File: src/rtl/norm_shift_pipe_if.sv
// norm_shift_pipe_if: input and output channels of the normalization-shift
// stage. The master drives the input beat and consumes the result; the slave
// is the pipeline itself.
interface norm_shift_pipe_if #(
  parameter int EW = 13,
  parameter int FW = 57
);
  // input channel
  logic          in_valid;
  logic          in_ready;
  logic [FW-1:0] fr;
  logic [EW-1:0] er;
  logic          db;
  logic          tiny;
  logic          ovf1;
  logic [5:0]    lz;

  // output channel
  logic          out_valid;
  logic          out_ready;
  logic [FW-2:0] fn;
  logic [EW-1:0] en;
  logic          sticky;
  logic          ovf1_o;
  logic          tiny_o;
  logic          db_o;
  logic          zero_o;

  modport master (
    output in_valid, fr, er, db, tiny, ovf1, lz, out_ready,
    input  in_ready, out_valid, fn, en, sticky, ovf1_o, tiny_o, db_o, zero_o
  );

  modport slave (
    input  in_valid, fr, er, db, tiny, ovf1, lz, out_ready,
    output in_ready, out_valid, fn, en, sticky, ovf1_o, tiny_o, db_o, zero_o
  );
endinterface

File: src/rtl/norm_shift_pipe.sv
// norm_shift_pipe: two-stage normalization shift between the flags block and
// the significand rounder.
//   Stage 1: registers the operand, the zero flag, the signed shift distance
//            sigma and the adjusted exponent er - sigma.
//   Stage 2: applies the shift (left for sigma >= 0, right with sticky
//            collection for sigma < 0) and registers the result.
// Build option NORM_DENORM_EN: when defined, tiny results are right-shifted by
// the exponent distance to emin (clamped to FW+1) to form a denormal; when not
// defined, tiny results are flushed to zero with en = emin and only the
// right-shift-by-one used for an overflowing significand is built.
module norm_shift_pipe #(
  parameter int EW = 13,
  parameter int FW = 57
) (
  input  logic             clk,
  input  logic             rst_n,
  norm_shift_pipe_if.slave bus
);

  // Largest useful right shift: beyond this every input bit is below bit 0.
  localparam int            RSH_MAX = FW + 1;
  localparam logic [EW-1:0] EMIN_SP = {EW{1'b0}} - EW'(8'd126);
  localparam logic [EW-1:0] EMIN_DP = {EW{1'b0}} - EW'(11'd1022);
  localparam logic [EW-1:0] ONE_E   = {{(EW-1){1'b0}}, 1'b1};

  // ---------------------------------------------------------------------------
  // Handshake
  // ---------------------------------------------------------------------------
  logic r1_valid;
  logic r2_valid;
  logic w_s2_can_load;
  logic w_in_ready;

  assign w_s2_can_load = !r2_valid || bus.out_ready;
  assign w_in_ready    = !r1_valid || w_s2_can_load;
  assign bus.in_ready  = w_in_ready;

  // ---------------------------------------------------------------------------
  // Stage 1 combinational: shift distance and adjusted exponent
  // ---------------------------------------------------------------------------
  logic [EW-1:0] w_emin;
  logic [EW-1:0] w_lz_ext;
  logic [EW-1:0] w_sig;
  logic [EW-1:0] w_en1;
  logic          w_zero1;

  assign w_lz_ext = {{(EW-6){1'b0}}, bus.lz};
  assign w_zero1  = (bus.fr == {FW{1'b0}});

  // Select emin by format and derive sigma: tiny results shift to reach emin,
  // normal results shift so the leading one lands on bit FW-2.
  always_comb begin
    w_emin = EMIN_SP;
    w_sig  = {EW{1'b0}};
    if (bus.db) begin
      w_emin = EMIN_DP;
    end else begin
      w_emin = EMIN_SP;
    end
    if (bus.tiny) begin
      w_sig = bus.er - w_emin;
    end else begin
      w_sig = w_lz_ext - ONE_E;
    end
    w_en1 = bus.er - w_sig;
  end

  // ---------------------------------------------------------------------------
  // Stage 1 registers
  // ---------------------------------------------------------------------------
  logic [FW-1:0] r1_fr;
  logic [EW-1:0] r1_sig;
  logic [EW-1:0] r1_en;
  logic          r1_zero;
  logic          r1_tiny;
  logic          r1_ovf1;
  logic          r1_db;

  // Capture an accepted beat; hold while stage 1 is full and stage 2 stalls.
  always_ff @(posedge clk or negedge rst_n) begin
    if (!rst_n) begin
      r1_valid <= 1'b0;
      r1_fr    <= {FW{1'b0}};
      r1_sig   <= {EW{1'b0}};
      r1_en    <= {EW{1'b0}};
      r1_zero  <= 1'b0;
      r1_tiny  <= 1'b0;
      r1_ovf1  <= 1'b0;
      r1_db    <= 1'b0;
    end else if (w_in_ready) begin
      r1_valid <= bus.in_valid;
      if (bus.in_valid) begin
        r1_fr   <= bus.fr;
        r1_sig  <= w_sig;
        r1_en   <= w_en1;
        r1_zero <= w_zero1;
        r1_tiny <= bus.tiny;
        r1_ovf1 <= bus.ovf1;
        r1_db   <= bus.db;
      end
    end
  end

  // ---------------------------------------------------------------------------
  // Stage 2 combinational: the shifter
  // ---------------------------------------------------------------------------
  logic          w_sig_neg;
  logic          w_shl_big;
  logic [FW-2:0] w_shl;
  logic [FW-2:0] w_fn;
  logic [EW-1:0] w_en2;
  logic          w_sticky;

  assign w_sig_neg = r1_sig[EW-1];
  // A left distance past the word width leaves nothing in the result field.
  assign w_shl_big = |r1_sig[EW-2:6];
  // The top integer bit always falls out of a left-shifted 56-bit result.
  assign w_shl     = r1_fr[FW-2:0] << r1_sig[5:0];

`ifdef NORM_DENORM_EN
  logic [EW-1:0]         w_mag;
  logic [6:0]            w_amt;
  logic [FW+RSH_MAX-2:0] w_rsh_pre;
  logic [FW+RSH_MAX-2:0] w_rsh;

  localparam logic [EW-1:0] RSH_MAX_E = EW'(RSH_MAX);
  localparam logic [6:0]    RSH_MAX_A = 7'(RSH_MAX);

  assign w_mag = {EW{1'b0}} - r1_sig;

  // Clamp the right-shift magnitude; at the clamp all bits land in sticky.
  always_comb begin
    w_amt = 7'd0;
    if (w_mag > RSH_MAX_E) begin
      w_amt = RSH_MAX_A;
    end else begin
      w_amt = w_mag[6:0];
    end
  end

  // Operand is pre-shifted by one (the path is only used for sigma <= -1), so
  // the wide word holds the result field on top and the sticky field below.
  assign w_rsh_pre = {r1_fr, {(RSH_MAX-1){1'b0}}};
  assign w_rsh     = w_rsh_pre >> (w_amt - 7'd1);
`endif

  // Form fn/en/sticky: zero wins, then flush (when built), then the shift.
  always_comb begin
    w_fn     = {(FW-1){1'b0}};
    w_sticky = 1'b0;
    w_en2    = r1_en;
    if (r1_zero) begin
      w_en2 = {EW{1'b0}};
    end
`ifndef NORM_DENORM_EN
    else if (r1_tiny) begin
      // r1_en already equals emin for tiny inputs
      w_fn     = {(FW-1){1'b0}};
      w_sticky = 1'b0;
    end
`endif
    else if (!w_sig_neg) begin
      if (w_shl_big) begin
        w_fn = {(FW-1){1'b0}};
      end else begin
        w_fn = w_shl;
      end
    end else begin
`ifdef NORM_DENORM_EN
      w_fn     = w_rsh[FW+RSH_MAX-2:RSH_MAX];
      w_sticky = |w_rsh[RSH_MAX-1:0];
`else
      w_fn     = r1_fr[FW-1:1];
      w_sticky = r1_fr[0];
`endif
    end
  end

  // ---------------------------------------------------------------------------
  // Stage 2 registers (drive the outputs directly)
  // ---------------------------------------------------------------------------
  logic [FW-2:0] r2_fn;
  logic [EW-1:0] r2_en;
  logic          r2_sticky;
  logic          r2_ovf1;
  logic          r2_tiny;
  logic          r2_db;
  logic          r2_zero;

  // Advance stage 1 into the output register unless the consumer stalls.
  always_ff @(posedge clk or negedge rst_n) begin
    if (!rst_n) begin
      r2_valid  <= 1'b0;
      r2_fn     <= {(FW-1){1'b0}};
      r2_en     <= {EW{1'b0}};
      r2_sticky <= 1'b0;
      r2_ovf1   <= 1'b0;
      r2_tiny   <= 1'b0;
      r2_db     <= 1'b0;
      r2_zero   <= 1'b0;
    end else if (w_s2_can_load) begin
      r2_valid <= r1_valid;
      if (r1_valid) begin
        r2_fn     <= w_fn;
        r2_en     <= w_en2;
        r2_sticky <= w_sticky;
        r2_ovf1   <= r1_ovf1;
        r2_tiny   <= r1_tiny;
        r2_db     <= r1_db;
        r2_zero   <= r1_zero;
      end
    end
  end

  assign bus.out_valid = r2_valid;
  assign bus.fn        = r2_fn;
  assign bus.en        = r2_en;
  assign bus.sticky    = r2_sticky;
  assign bus.ovf1_o    = r2_ovf1;
  assign bus.tiny_o    = r2_tiny;
  assign bus.db_o      = r2_db;
  assign bus.zero_o    = r2_zero;

endmodule
File: src/flat_wrapper.sv
// flat-port wrapper written by rule: the top's interface ports become plain ports
module norm_shift_pipe_flat 
#(
  parameter int EW = 13,
  parameter int FW = 57
)
  (clk, rst_n, bus_in_valid, bus_fr, bus_er, bus_db, bus_tiny, bus_ovf1, bus_lz, bus_out_ready, bus_in_ready, bus_out_valid, bus_fn, bus_en, bus_sticky, bus_ovf1_o, bus_tiny_o, bus_db_o, bus_zero_o);
  norm_shift_pipe_if #(.EW(EW), .FW(FW)) bus_i ();
  input  logic clk;
  input  logic rst_n;
  input wire logic [$bits(bus_i.in_valid)-1:0] bus_in_valid;
  input wire logic [$bits(bus_i.fr)-1:0] bus_fr;
  input wire logic [$bits(bus_i.er)-1:0] bus_er;
  input wire logic [$bits(bus_i.db)-1:0] bus_db;
  input wire logic [$bits(bus_i.tiny)-1:0] bus_tiny;
  input wire logic [$bits(bus_i.ovf1)-1:0] bus_ovf1;
  input wire logic [$bits(bus_i.lz)-1:0] bus_lz;
  input wire logic [$bits(bus_i.out_ready)-1:0] bus_out_ready;
  output wire logic [$bits(bus_i.in_ready)-1:0] bus_in_ready;
  output wire logic [$bits(bus_i.out_valid)-1:0] bus_out_valid;
  output wire logic [$bits(bus_i.fn)-1:0] bus_fn;
  output wire logic [$bits(bus_i.en)-1:0] bus_en;
  output wire logic [$bits(bus_i.sticky)-1:0] bus_sticky;
  output wire logic [$bits(bus_i.ovf1_o)-1:0] bus_ovf1_o;
  output wire logic [$bits(bus_i.tiny_o)-1:0] bus_tiny_o;
  output wire logic [$bits(bus_i.db_o)-1:0] bus_db_o;
  output wire logic [$bits(bus_i.zero_o)-1:0] bus_zero_o;
  assign bus_i.in_valid = bus_in_valid;
  assign bus_i.fr = bus_fr;
  assign bus_i.er = bus_er;
  assign bus_i.db = bus_db;
  assign bus_i.tiny = bus_tiny;
  assign bus_i.ovf1 = bus_ovf1;
  assign bus_i.lz = bus_lz;
  assign bus_i.out_ready = bus_out_ready;
  assign bus_in_ready = bus_i.in_ready;
  assign bus_out_valid = bus_i.out_valid;
  assign bus_fn = bus_i.fn;
  assign bus_en = bus_i.en;
  assign bus_sticky = bus_i.sticky;
  assign bus_ovf1_o = bus_i.ovf1_o;
  assign bus_tiny_o = bus_i.tiny_o;
  assign bus_db_o = bus_i.db_o;
  assign bus_zero_o = bus_i.zero_o;
  norm_shift_pipe #(.EW(EW), .FW(FW)) u_core (.clk(clk), .rst_n(rst_n), .bus(bus_i));
endmodule
File: config.mk
export PLATFORM = sky130hd
export DESIGN_NAME = norm_shift_pipe_flat
export DESIGN_NICKNAME = d
export VERILOG_FILES = /design/src/rtl/norm_shift_pipe_if.sv /design/src/rtl/norm_shift_pipe.sv /design/src/flat_wrapper.sv
export SDC_FILE = /design/constraint.sdc
export NUM_CORES = 1
export LEC_CHECK = 0
export ABC_AREA = 1
export CELL_PAD_IN_SITES_DETAIL_PLACEMENT = 1
export CELL_PAD_IN_SITES_GLOBAL_PLACEMENT = 1
export CORE_MARGIN = 5
export CORE_UTILIZATION = 40
export CTS_BUF_LIST = sky130_fd_sc_hd__clkbuf_8 sky130_fd_sc_hd__clkbuf_16
export CTS_CLUSTER_SIZE = 16
export DETAILED_ROUTE_END_ITERATION = 12
export DONT_BUFFER_PORTS = 1
export GPL_TIMING_DRIVEN = 0
export PLACE_DENSITY_LB_ADDON = 0.08
export SETUP_SLACK_MARGIN = 0.5
export SLEW_MARGIN = 0
export SYNTH_ARGS = -nofsm -noshare
export SYNTH_HDL_FRONTEND = slang
export SYNTH_SLANG_ARGS = --single-unit
File: constraint.sdc
create_clock -name clk -period 1.8 [get_ports clk]
set_input_delay 0.27 -clock clk [delete_from_list [all_inputs] [get_ports clk]]
set_output_delay 0.27 -clock clk [all_outputs]
set_load 0.02 [all_outputs]
# After elaboration in Yosys (flattened, before gate mapping)
# Cells that the tools add are included.
# word_totals
reg_bits	163
latchBits	0
mem_bits_rw	0
rom_bits	0
input_bits	83
out_inout_bits	76
mem_count	0
# classes
add_sub_neg	3
multipliers	0
n_div	0
magnitude_cmp	0
n_eq_ne	0
n_shift	1
muxes	10
n_bitwise	0
reduce_logical	8
# op_table
operator	n
$mux W56	4
$logic_not A57 Y1	1
$shl A56 B6 Y56	1
$mux W13	2
$sub A13 B13 Y13	2
$mux W10	1
$sub A6 B1 Y7 const B	1
$reduce_or A6 Y1	1
$reduce_and A2 Y1	2
$mux W1	3
$logic_not A1 Y1	2
$logic_or A1 B1 Y1	2

# Logic depth before layout (Yosys ltp)
# depth
depth_word	5
depth_mapped	21
depth_no_buf	21

# Worst setup path before layout
# No wires, ideal clock.
# synth_timing
kind	in2reg
from	input bus_db
to	register u_core.r1_en[11]
setup_ns	0.131
arrival_time_ns	2.389
required_time_ns	1.669
slack_ns	-0.721
stages	17
path_buffers	0
path_cell_list	ha_1 > nand2_1 > nand2_1 > a31o_2 > a21oi_1 > o21ai_0 > nand2_1 > inv_1 > ha_1 > a21o_1 > a31oi_1 > nand3_1 > nand2_1 > nand3_1 > a21oi_1 > nand3b_1 > o21ai_0
# synth_via
elab_chain_len	4
# synth_lines
item	line	rtl
from (decl)	flat_wrapper.sv:14	input wire logic [$bits(bus_i.db)-1:0] bus_db;
$mux W10	norm_shift_pipe.sv:55	if (bus.db) begin
$sub A13 B13 Y13	norm_shift_pipe.sv:61	w_sig = bus.er - w_emin;
$mux W13	norm_shift_pipe.sv:60	if (bus.tiny) begin
$sub A13 B13 Y13	norm_shift_pipe.sv:65	w_en1 = bus.er - w_sig;
to (signal assigned)	norm_shift_pipe.sv:85	r1_en <= {EW{1'b0}};
to (signal assigned)	norm_shift_pipe.sv:95	r1_en <= w_en1;
to (decl)	norm_shift_pipe.sv:73	logic [EW-1:0] r1_en;
# No other way between the ends.
# A chain may end at the register's enable or synchronous reset.

# Worst setup path in the final report
# layout_timing
from	input bus_er[1]
to	register u_core.r1_en[12]
# layout_via
elab_chain_len	3
# layout_lines
item	line	rtl
from (decl)	flat_wrapper.sv:13	input wire logic [$bits(bus_i.er)-1:0] bus_er;
$sub A13 B13 Y13	norm_shift_pipe.sv:61	
$mux W13	norm_shift_pipe.sv:60	
$sub A13 B13 Y13 *	norm_shift_pipe.sv:65	
# Every way passes the cells marked *; elsewhere a longest branch is shown, timed or not.

==> results.yml <==
run_status:
  status: "complete, but fails checks"
  violations: "negative hold slack, negative setup slack"
die:
  die_area_um2: 30300
  design.core.area_um2: 26700
  num_rows: 60
  ios: 159
  initial_utilization_pct: 40.3
  die_h_um: 174
  die_x_um: 174
final_layout:
  area_growth_pct: 62.8
  nNetsFinal: 1879
  register_area_um2: 4080
  drive_gt1_share_pct: 43.9
  fin_util_pct: 65.6
  multiInputGateArea_um2: 8700
  fillers: 2945
  final_cells: 2133
  antenna_cells: 0
drt:
  first_iter_violations: 2264
  wl_um: 79000
  drc_errors: 0
  first_pass_iters: 6
  wl_per_cell_um: 37.0
  ant_nets: 0
  via_count: 15100
  via_per_inst: 7.08
synthesis:
  synth_area_per_cell_um2: 6.83
  syn_inst: 1577
  synth-seq-cells: 163
  yosysSeqAreaShare_pct: 37.9
  synth.distinct_cells: 45
  ys_top_cells_by_area: "dfrtp_1, nand2_1, nand3_1"
  yosysTopAreaCell: "dfrtp_1"
  yosys_warnings: 0
  netlist_area_um2: 10800
  synth_top_area_share_pct: 37.9
  syn_nets: 1677
cts:
  cts_root_buf: "clkbuf_16"
  ctsHoldBuffers: 59
  cts-buffers-inserted: 17
  clock_path_buffers: 2
  path_clk_slew_ns: 0.09
  cts.sink_count: 163
  insertion_delay_ns: 0.49
  htreeDepth: 4
  tritoncts: "built"
critical_path:
  crit_arrival_ns: 2.79
  worstSetupPathType: "input port to register"
  crit_path_max_fanout: 3
  crit_required_ns: 2.18
  end_kind: "register"
  cp-start-kind: "input port"
sta:
  fmax_ghz: 0.416
  setup_slack_ns: -0.606
  layout_min_cycle_time_ns: 2.41
  slew_violations: 0
  rsz0062_at_grt: "true"
  finalSetupViolations: 65
  holdWs_ns: -0.517
  max_slew.worst_pin.slew_ns: 0.926
  slew_headroom_pct: 37.8
  fin_worst_skew_ns: 0.0275
  hold_violations: 163
  fin_tns_setup_ns: -24.48
  fin_crit_sh_pct: 134
grt:
  grt_first_pass_wirelength_um: 96400
  antenna_found_initial: 2
  first_global_vias: 14600
  overflow: 0
  grt_max_degree: 164
  grtUsageTotal_pct: 42.2
power_and_ir_drop:
  leakage_nw: 8.01
  power.density_nw_per_um2: 1170
  ir_worst_vdd_mv: 0.828
placement:
  portBuffers: 0
  post-place-ws_ns: -1.05
  dp_cells: 1918
  gpl.final_weighted_congestion: 1.03
  hpwlAfterDp_um: 41500
worst_hold_path:
  min_path_type: "input port to asynchronous set/reset pin"
job:
  maxCapViolations: 0
## synthesized netlist by cell type (all sizes together)
cell	n
and2	1
nor2	53
xnor2	2
or2	17
nand3b	2
a31o	1
o31ai	4
nand3	157
o22ai	6
inv	92
nand2	614
xor2	3
a31oi	6
dfrtp	163
nor4	13
o21a	8
o211ai	32
a211o	2
a21o	2
clkbuf	51
ha	16
buf	50
mux2i	3
o21ai	187
nand4	14
o21bai	3
a21boi	1
nor3	3
a22o	7
a21oi	28
a22oi	35
fa	1
## state kept, by name, summed over array words and instances (netlist names), 13 cells and up
| name | count |
|---|---|
| u_core.bus.en | 13 |
| u_core.bus.fn | 56 |
| u_core.r1_fr | 57 |
| u_core.r1_sig | 13 |
| u_core.r1_en | 13 |
## metal layers
| metal | wire length [µm] | global-route usage, % | vias up |
|---|---|---|---|
| li1 | - | - | 5679 |
| met4 | 7740 | 24.2 | 4 |
| met1 | 26200 | 49.8 | 7312 |
| met3 | 10700 | 12.7 | 612 |
| met2 | 34200 | 68.2 | 1490 |
| met5 | 71 | 1.60 | - |
## worst max-delay path, cell delays in order
cell and delay [ns]:
inv_16 0.02, ha_4 0.14, nand4_1 0.15, a21oi_1 0.10, o21bai_1 0.26, nand2_1 0.16, buf_4 0.16, buf_4 0.13
buf_4 0.12, nand2_1 0.12, nand2_1 0.08, nand2_1 0.07, nand3_1 0.07, nand2_1 0.16, inv_1 0.10, ha_4 0.30
nand2_2 0.07, nand2_2 0.07, nand2_2 0.07, nand3_4 0.10, nand2_1 0.06
## layout by cell type, fill, tap and decap left out, types with 12 or more instances in the layout
cell           instances
o21ai_0               17
clkbuf_2              18
clkbuf_16             42
o211ai_1              31
o21ai_2               83
nand2_4               79
dfrtp_1              160
nor2_4                19
o21ai_4               32
nand4_1               14
a22oi_1               32
nand2_2              140
o21ai_1               55
buf_4                 79
inv_1                 73
dlygate4sd3_1         59
buf_2                 13
nor2_1                24
nand3_1               71
buf_6                 36
nand3_2               65
nand2_1              392
a21oi_1               13
buf_12                21
a21oi_2               12
nand3_4               21
ha_4                  13
## layout make-up
class                   count  share of cell area [%]
plain buffers             101                    7.18
clock buffers              17                    2.43
clock inverters            15                    1.15
inverters                  92                    2.64
multi-input cells        1221                    49.6
flip-flops and latches    163                    23.3
well taps                 341                    2.43
repair buffers            183                    11.3
## what timing repair did
item                                   in CTS  in global routing
gates resized for setup                   589                304
pin swaps                                 148                 93
cloned                                     15                  2
buffers inserted                           87                 20
setup endpoints to repair                 164                164
endpoints found under the hold margin     222                163
## worst paths after layout
path | cells past startpoint | startpoint | slack (ns) | end
setup / recovery | 21 | bus_er[1] | -0.61 | u_core.r1_en[12]
hold / removal | 0 | rst_n | -0.52 | u_core.r1_fr[22]
setup reg to reg | 14 | u_core.r1_sig[0] | -0.59 | u_core.bus.fn[36]
hold reg to reg | 2 | u_core.r1_en[12] | 0.52 | u_core.r1_en[12]
max in group asynchronous | 0 | rst_n | 2.05 | u_core.r1_sig[10]
min in group clk | 3 | bus_fr[56] | 0.07 | u_core.r1_zero
## power breakdown
| part | leakage, nW | internal [W] | switching [W] |
|---|---|---|---|
| sequential | 2.07 | 0.00435 | 0.00140 |
| combinational | 5.63 | 0.00382 | 0.00687 |
| clock | 0.302 | 0.00192 | 0.00223 |
| total | 8.01 | 0.0101 | 0.0105 |
## metrics by stage
step	power [W]	area, µm²
6_report	0.0206	17500
2_1_floorplan	0.00917	11300
3_3_place_gp	0.0114	11700
3_5_place_dp	0.0115	11700
4_1_cts	0.0179	16100
5_1_grt	0.0208	17500
## cells by family (layout without fill, tap and decap cells)
kind of cell	count (synthesis)	count (layout)	share of synthesized area, %
compound gates	322	322	17.7
xor+xnor	5	5	0.407
fa+ha+maj	17	17	2.04
buf+inv	193	408	8.06
flops	163	163	37.9
mux	3	3	0.279
simple gates	874	874	33.6
No activity file was read; power rests on OpenSTA's default activity.
